<file path="config.mk">
export PLATFORM = sky130hd
export DESIGN_NAME = mem_access_stage
export DESIGN_NICKNAME = d
export VERILOG_FILES = /design/src/rtl/mem_access_stage_pkg.sv /design/src/rtl/mem_access_stage_sp.sv /design/src/rtl/mem_access_stage.sv
export SDC_FILE = /design/constraint.sdc
export NUM_CORES = 1
export LEC_CHECK = 0
export CORE_UTILIZATION = 45
export DETAILED_ROUTE_END_ITERATION = 7
export GPL_TIMING_DRIVEN = 0
export PLACE_DENSITY = 0.81
export SLEW_MARGIN = 20
export SYNTH_ARGS = -nofsm -noshare
export SYNTH_HDL_FRONTEND = slang
export SYNTH_HIERARCHICAL = 1
export SYNTH_SLANG_ARGS = --single-unit
export TNS_END_PERCENT = 20
</file>
<file path="constraint.sdc">
create_clock -name clk -period 2.6 [get_ports clk]
set_clock_uncertainty 0.05 [all_clocks]
set_input_delay 0.65 -clock clk [delete_from_list [all_inputs] [get_ports clk]]
set_output_delay 0.65 -clock clk [all_outputs]
set_load 0.005 [all_outputs]
</file>
<file path="src/rtl/mem_access_stage_pkg.sv">
// Shared types and constants for the pipeline memory stage.
// Covers data/register widths, FSM state codes and memory-op decode.
package mem_access_stage_pkg;

    localparam int DATA_W = 16;
    localparam int REG_W  = 3;

    localparam logic [0:0] ST_IDLE   = 1'b0;
    localparam logic [0:0] ST_ACCESS = 1'b1;

    typedef enum logic [2:0] {
        OP_NONE  = 3'd0,
        OP_LOAD  = 3'd1,
        OP_STORE = 3'd2,
        OP_PUSH  = 3'd3,
        OP_POP   = 3'd4
    } op_e;

    // Priority push > pop > store > load; lower-priority flags are dropped.
    function automatic op_e decode_op(
        input logic push,
        input logic pop,
        input logic mem_write,
        input logic mem_read
    );
        op_e op;
        if (push) begin
            op = OP_PUSH;
        end else if (pop) begin
            op = OP_POP;
        end else if (mem_write) begin
            op = OP_STORE;
        end else if (mem_read) begin
            op = OP_LOAD;
        end else begin
            op = OP_NONE;
        end
        return op;
    endfunction

endpackage

</file>
<file path="src/rtl/mem_access_stage_sp.sv">
// Stack pointer register with wrapping inc/dec and the push/pop address select.
// The pointer addresses the next free slot, so pop reads from sp+1.
module stack_pointer_unit #(
    parameter int               ADDR_W  = 12,
    parameter logic [ADDR_W-1:0] SP_INIT = 12'hFFF
) (
    input  logic              clk,
    input  logic              rst_n,
    input  logic              i_push_done,
    input  logic              i_pop_done,
    input  logic              i_sel_next,
    output logic [ADDR_W-1:0] o_sp,
    output logic [ADDR_W-1:0] o_addr
);

    logic [ADDR_W-1:0] r_sp;
    logic [ADDR_W-1:0] w_sp_inc;
    logic [ADDR_W-1:0] w_sp_dec;

    assign w_sp_inc = r_sp + ADDR_W'(1);
    assign w_sp_dec = r_sp - ADDR_W'(1);

    // Pointer moves only when the memory side confirms the push or pop.
    always_ff @(posedge clk) begin
        if (!rst_n) begin
            r_sp <= SP_INIT;
        end else if (i_push_done) begin
            r_sp <= w_sp_dec;
        end else if (i_pop_done) begin
            r_sp <= w_sp_inc;
        end else begin
            r_sp <= r_sp;
        end
    end

    assign o_sp   = r_sp;
    assign o_addr = i_sel_next ? w_sp_inc : r_sp;

endmodule

</file>
<file path="src/rtl/mem_access_stage.sv">
// Memory stage: load/store/push/pop over a req/ack data port, stalling Execute
// while an access is outstanding and emitting one registered result per instruction.
module mem_access_stage
    import mem_access_stage_pkg::*;
#(
    parameter int                ADDR_W  = 12,
    parameter logic [ADDR_W-1:0] SP_INIT = 12'hFFF
) (
    input  logic              clk,
    input  logic              rst_n,
    input  logic              in_valid,
    output logic              in_ready,
    input  logic [DATA_W-1:0] in_aluResult,
    input  logic [DATA_W-1:0] in_storeData,
    input  logic [REG_W-1:0]  in_rd,
    input  logic              in_regWrite,
    input  logic              in_memRead,
    input  logic              in_memWrite,
    input  logic              in_push,
    input  logic              in_pop,
    output logic              mem_req,
    output logic              mem_we,
    output logic [ADDR_W-1:0] mem_addr,
    output logic [DATA_W-1:0] mem_wdata,
    input  logic [DATA_W-1:0] mem_rdata,
    input  logic              mem_ack,
    output logic              out_valid,
    output logic [DATA_W-1:0] out_data,
    output logic [REG_W-1:0]  out_rd,
    output logic              out_regWrite,
    output logic [ADDR_W-1:0] sp
);

    logic [0:0]        r_state;
    op_e               r_op;
    logic [REG_W-1:0]  r_rd;
    logic              r_regwrite;
    logic [DATA_W-1:0] r_alu;
    logic              r_mem_req;
    logic              r_mem_we;
    logic [ADDR_W-1:0] r_mem_addr;
    logic [DATA_W-1:0] r_mem_wdata;
    logic              r_out_valid;
    logic [DATA_W-1:0] r_out_data;
    logic [REG_W-1:0]  r_out_rd;
    logic              r_out_regwrite;

    op_e               w_op;
    logic              w_accept;
    logic              w_ack_done;
    logic [ADDR_W-1:0] w_sp;
    logic [ADDR_W-1:0] w_sp_addr;
    logic [ADDR_W-1:0] w_req_addr;
    logic              w_req_we;
    logic [DATA_W-1:0] w_req_wdata;
    logic              w_keep_regwrite;

    assign in_ready   = (r_state == ST_IDLE);
    assign w_accept   = in_valid && in_ready;
    assign w_ack_done = (r_state == ST_ACCESS) && mem_ack;

    stack_pointer_unit #(
        .ADDR_W  (ADDR_W),
        .SP_INIT (SP_INIT)
    ) u_sp (
        .clk         (clk),
        .rst_n       (rst_n),
        .i_push_done (w_ack_done && (r_op == OP_PUSH)),
        .i_pop_done  (w_ack_done && (r_op == OP_POP)),
        .i_sel_next  (w_op == OP_POP),
        .o_sp        (w_sp),
        .o_addr      (w_sp_addr)
    );

    // Decode the incoming op and form the request it would launch.
    always_comb begin
        w_op            = decode_op(in_push, in_pop, in_memWrite, in_memRead);
        w_req_addr      = in_aluResult[ADDR_W-1:0];
        w_req_we        = 1'b0;
        w_req_wdata     = in_storeData;
        w_keep_regwrite = in_regWrite;
        case (w_op)
            OP_PUSH: begin
                w_req_addr      = w_sp_addr;
                w_req_we        = 1'b1;
                w_keep_regwrite = 1'b0;
            end
            OP_POP: begin
                w_req_addr = w_sp_addr;
            end
            OP_STORE: begin
                w_req_we        = 1'b1;
                w_keep_regwrite = 1'b0;
            end
            OP_LOAD: begin
                w_req_we = 1'b0;
            end
            default: begin
                w_req_we = 1'b0;
            end
        endcase
    end

    // FSM, held memory request and Write-Back output register.
    always_ff @(posedge clk) begin
        if (!rst_n) begin
            r_state        <= ST_IDLE;
            r_op           <= OP_NONE;
            r_rd           <= '0;
            r_regwrite     <= 1'b0;
            r_alu          <= '0;
            r_mem_req      <= 1'b0;
            r_mem_we       <= 1'b0;
            r_mem_addr     <= '0;
            r_mem_wdata    <= '0;
            r_out_valid    <= 1'b0;
            r_out_data     <= '0;
            r_out_rd       <= '0;
            r_out_regwrite <= 1'b0;
        end else begin
            r_out_valid <= 1'b0;
            case (r_state)
                ST_IDLE: begin
                    if (w_accept && (w_op == OP_NONE)) begin
                        r_out_valid    <= 1'b1;
                        r_out_data     <= in_aluResult;
                        r_out_rd       <= in_rd;
                        r_out_regwrite <= in_regWrite;
                    end else if (w_accept) begin
                        r_state     <= ST_ACCESS;
                        r_op        <= w_op;
                        r_rd        <= in_rd;
                        r_regwrite  <= w_keep_regwrite;
                        r_alu       <= in_aluResult;
                        r_mem_req   <= 1'b1;
                        r_mem_we    <= w_req_we;
                        r_mem_addr  <= w_req_addr;
                        r_mem_wdata <= w_req_wdata;
                    end else begin
                        r_state <= ST_IDLE;
                    end
                end
                ST_ACCESS: begin
                    if (mem_ack) begin
                        r_state        <= ST_IDLE;
                        r_mem_req      <= 1'b0;
                        r_out_valid    <= 1'b1;
                        r_out_rd       <= r_rd;
                        r_out_regwrite <= r_regwrite;
                        if ((r_op == OP_LOAD) || (r_op == OP_POP)) begin
                            r_out_data <= mem_rdata;
                        end else begin
                            r_out_data <= r_alu;
                        end
                    end else begin
                        r_state <= ST_ACCESS;
                    end
                end
                default: begin
                    r_state   <= ST_IDLE;
                    r_mem_req <= 1'b0;
                end
            endcase
        end
    end

    assign mem_req      = r_mem_req;
    assign mem_we       = r_mem_we;
    assign mem_addr     = r_mem_addr;
    assign mem_wdata    = r_mem_wdata;
    assign out_valid    = r_out_valid;
    assign out_data     = r_out_data;
    assign out_rd       = r_out_rd;
    assign out_regWrite = r_out_regwrite;
    assign sp           = w_sp;

endmodule

</file>
==> results of run 1 <==
cells by family (layout without fill, tap and decap cells):
| kind of cell | count (synthesis) | count (layout) | share of synthesized area |
|---|---|---|---|
| flip-flops | 87 | 87 | 0.399 |
| AND/OR/NAND/NOR | 235 | 235 | 0.253 |
| multiplexers | 8 | 8 | 0.0195 |
| XOR/XNOR | 16 | 16 | 0.0321 |
| buffers and inverters | 52 | 190 | 0.0536 |
| AO/OA/AOI/OAI | 119 | 119 | 0.237 |
| adder cells (fa/ha/maj) | 2 | 2 | 0.00573 |
final cells by class:
cell class	count	area share
buffer	45	0.0351
clock buffer	10	0.0213
clock inverter	6	0.00919
inverter	6	0.00376
multi-input combinational	380	0.407
sequential	87	0.291
tap	129	0.0269
timing repair buffer	123	0.206
sequential cells by signal, indices dropped and copies added, names as in the netlist, 3 cells and up:
name	cells
r_rd	3
out_rd	3
r_alu	16
mem_wdata	16
mem_addr	12
u_sp/o_sp	12
out_data	16
r_op	3
layer usage:
metal / GRT usage / up-vias
met5: 0 / -
met4: 0.113 / 0
met3: 0.0458 / 22
met2: 0.456 / 154
met1: 0.322 / 2042
li1: - / 2117
worst max path at each step:
stage / startpoint / to / slack, ps / cells after the start
finish: mem_ack / u_sp/o_sp[11] / 80 / 7
CTS: mem_ack / u_sp/o_sp[9] / 8 / 7
detailed placement: mem_ack / u_sp/o_sp[9] / -650 / 7
global placement: mem_ack / u_sp/o_sp[9] / -570 / 7
global route: in_pop / mem_addr[10] / 10 / 9
floorplan: r_op[1] / u_sp/o_sp[11] / 270 / 8
cells in the final DEF (no fill, tap or decap), drive strengths merged, types with 5 or more instances in the layout:
cell type,Yosys,final
a21boi,40,40
xor2,5,5
nand3,17,17
nor3,20,20
o211a,16,16
clkbuf,27,36
nor2b,5,5
o21ai,18,18
dfxtp,87,87
nor2,15,15
o32ai,16,16
o211ai,17,17
nor4,18,18
nand2b,5,5
nand2,130,130
xnor2,11,11
inv,6,8
buf,19,19
clkdlybuf4s50,0,123
worst max-delay path, stage by stage:
cell	delay (ps)
clkdlybuf4s50_1	520
nand2_1	180
nor3_2	200
or3b_4	440
or4_4	430
o41ai_2	210
nand4b_1	140
through the flow:
stage | std cells | hold slack, ps | utilization
4_1_cts | 786 | 420 | 0.639
2_1_floorplan | 519 | 380 | -
5_1_grt | 786 | 443 | 0.642
6_report | 786 | 415 | 0.642
3_5_place_dp | 771 | 407 | 0.618
3_3_place_gp | 771 | 391 | 0.618
synthesized netlist by cell type (all sizes together) (2+ instances only):
cell	count	area share
a21boi	40	0.069
a21oi	2	0.0023
and2	3	0.0043
and3	4	0.0063
buf	19	0.025
clkbuf	27	0.023
dfxtp	87	0.40
ha	2	0.0057
inv	6	0.0052
mux2	4	0.010
mux2i	4	0.0092
nand2	130	0.11
nand2b	5	0.0072
nand3	17	0.019
nand4	4	0.0057
nand4b	2	0.0040
nor2	15	0.013
nor2b	5	0.0072
nor3	20	0.023
nor4	18	0.026
nor4b	2	0.0040
o211a	16	0.037
o211ai	17	0.029
o21ai	18	0.021
o32ai	16	0.058
or3	2	0.0040
or4	2	0.0052
xnor2	11	0.022
xor2	5	0.010
power by group through the flow:
stage / logic, µW / clock network (µW) / registers, µW
2_1_floorplan: 277 / 0 / 1490
3_3_place_gp: 571 / 0 / 1490
3_5_place_dp: 585 / 0 / 1490
4_1_cts: 585 / 897 / 1460
5_1_grt: 635 / 970 / 1470
6_report: 588 / 890 / 1470
what timing repair did:
| item | CTS | global route |
|---|---|---|
| gates resized for setup | 6 | 5 |
| pin swaps | 0 | 1 |
| setup endpoints to repair | 12 | 9 |
==> impl_results.md, run 1 <==
* Detail Route met2 WL at 6.36 mm
* Chip Height at 101 µm
* CTS H-tree depth at 3
* Switch share at 0.295
* Footprint of the multi-input gates at 0.00244 mm²
* Worst Hold Depth at 2
* Vias at 4335
* FF+latch area at 0.00174 mm²
* DP Wirelength at 9.69 mm
* Internal Power at 2070 µW
* # nets final at 714
* Final number of setup-violating endpoints at 0
* Clk_lat worst skew at 360 ps
* Max FO, Critical Path at 5
* Clock Tree Buf Depth at 2
* Yosys reg bits at 87
* CTS Hold Bufs at 0
* Final ANT Viol Nets at 0
* Vias in the first global route at 4298
* Clock sinks at 87
* WL per Instance at 16.6 µm
* Mean Syn Cell Area at 8.42 µm²
* FF-to-FF Start: r_op[1]
* Clock slew at reported path FFs at 90 ps
* Worst Max-Slew Pin Slew at 726 ps
* Achievable Freq at 397 MHz
* Area growth, synth to finish at 37.1%
* Ys Warns at 6
* Startpoint Class: input pin
* Fin area at 0.00599 mm²
* CTS tree: yes
* Post-CTS Setup Repair Bufs at 0
* Crit path arrival time at 2780 ps
* Combinational share of power at 0.200
* CP Class: in -> reg
* Sw Pwr at 869 µW
* Sequential Power Share at 0.498
* Max Transition Viols Final at 0
* GRT Total Usage at 0.263
* Worst VDD drop at 224 µV
* Critical Path RT at 2850 ps
* Register area share after synthesis at 0.399
* FF-to-FF path depth at 7
* # diodes at 0
* # port buffers at 123
* DRT iter0 DRCs at 187
* Distinct cells, synth at 53
* Largest net degree at the start of global routing at 17
* Final TNS setup at 0 ps
* Num CTS Buffers at 9
* CP Capture Type: register
* Pwr dens at 492 mW/mm²
* Clock power share at 0.302
* First-pass GRT wire length at 20.9 mm
* Max Used Layer: met4
* Synthesized area at 0.00437 mm²
* Initial Util at 0.468
* Ys async rst share at 0
* Tot Pwr at 2940 µW
* Global route total overflow at 0
* Outcome: finished, final reports clean
* CTS root buf: clkbuf_8
* Fin. Hold Viols at 0
* Hold path start: mem_wdata[13]
* Routed metal-1 wire length at 5.63 mm
* PnR worst setup slack at 78.5 ps
* EDFF count, synth at 0
* RePlAce Congestion at 0.897
* Pre-CTS setup slack at -648 ps
* Mapped Cells at 519
* Hold crit path type: reg -> reg
* RR Endpoint: u_sp/o_sp[11]
* Fin crit share at 0.970
* Syn nets at 581
* Hold EP: mem_wdata[13]
* Min cycle time layout at 2520 ps
* Core ar. at 0.00933 mm²
* WL final at 13.0 mm
* Post-route DRC at 0
* Initial antenna violation count at 0
* Metal3 WL at 764 µm
* Die area at 0.0101 mm²
* Primary FF master, synth: dfxtp_1
* Max_slew headroom at 0.512
* Via density at 5.52
* DRT Pass-1 Iters at 5
* Placed Instance Area at 0.00576 mm²
* Leak pwr at 0.00228 µW
* Max Cap Viol at 0
* Fill cell count at 806
* RSZ-0062 raised after global routing: false
* Row Count at 35
* Reg2reg setup slack at 170 ps
* I/O pins at 124
* Die W at 101 µm
* Layout cell share with drive strength beyond 1 at 0.107
Note: power is estimated with default switching activity, not from simulation.
==> run 2: changes to the inputs <==
--- a/config.mk
+++ b/config.mk
@@ -8,8 +8,8 @@
 export CORE_UTILIZATION = 45
 export DETAILED_ROUTE_END_ITERATION = 7
 export GPL_TIMING_DRIVEN = 0
+export HOLD_SLACK_MARGIN = 0.03
 export PLACE_DENSITY = 0.81
-export SLEW_MARGIN = 20
 export SYNTH_ARGS = -nofsm -noshare
 export SYNTH_HDL_FRONTEND = slang
 export SYNTH_HIERARCHICAL = 1
==> results of run 2 <==
No change in the layout: final DEF, timing and power equal those of run 1.
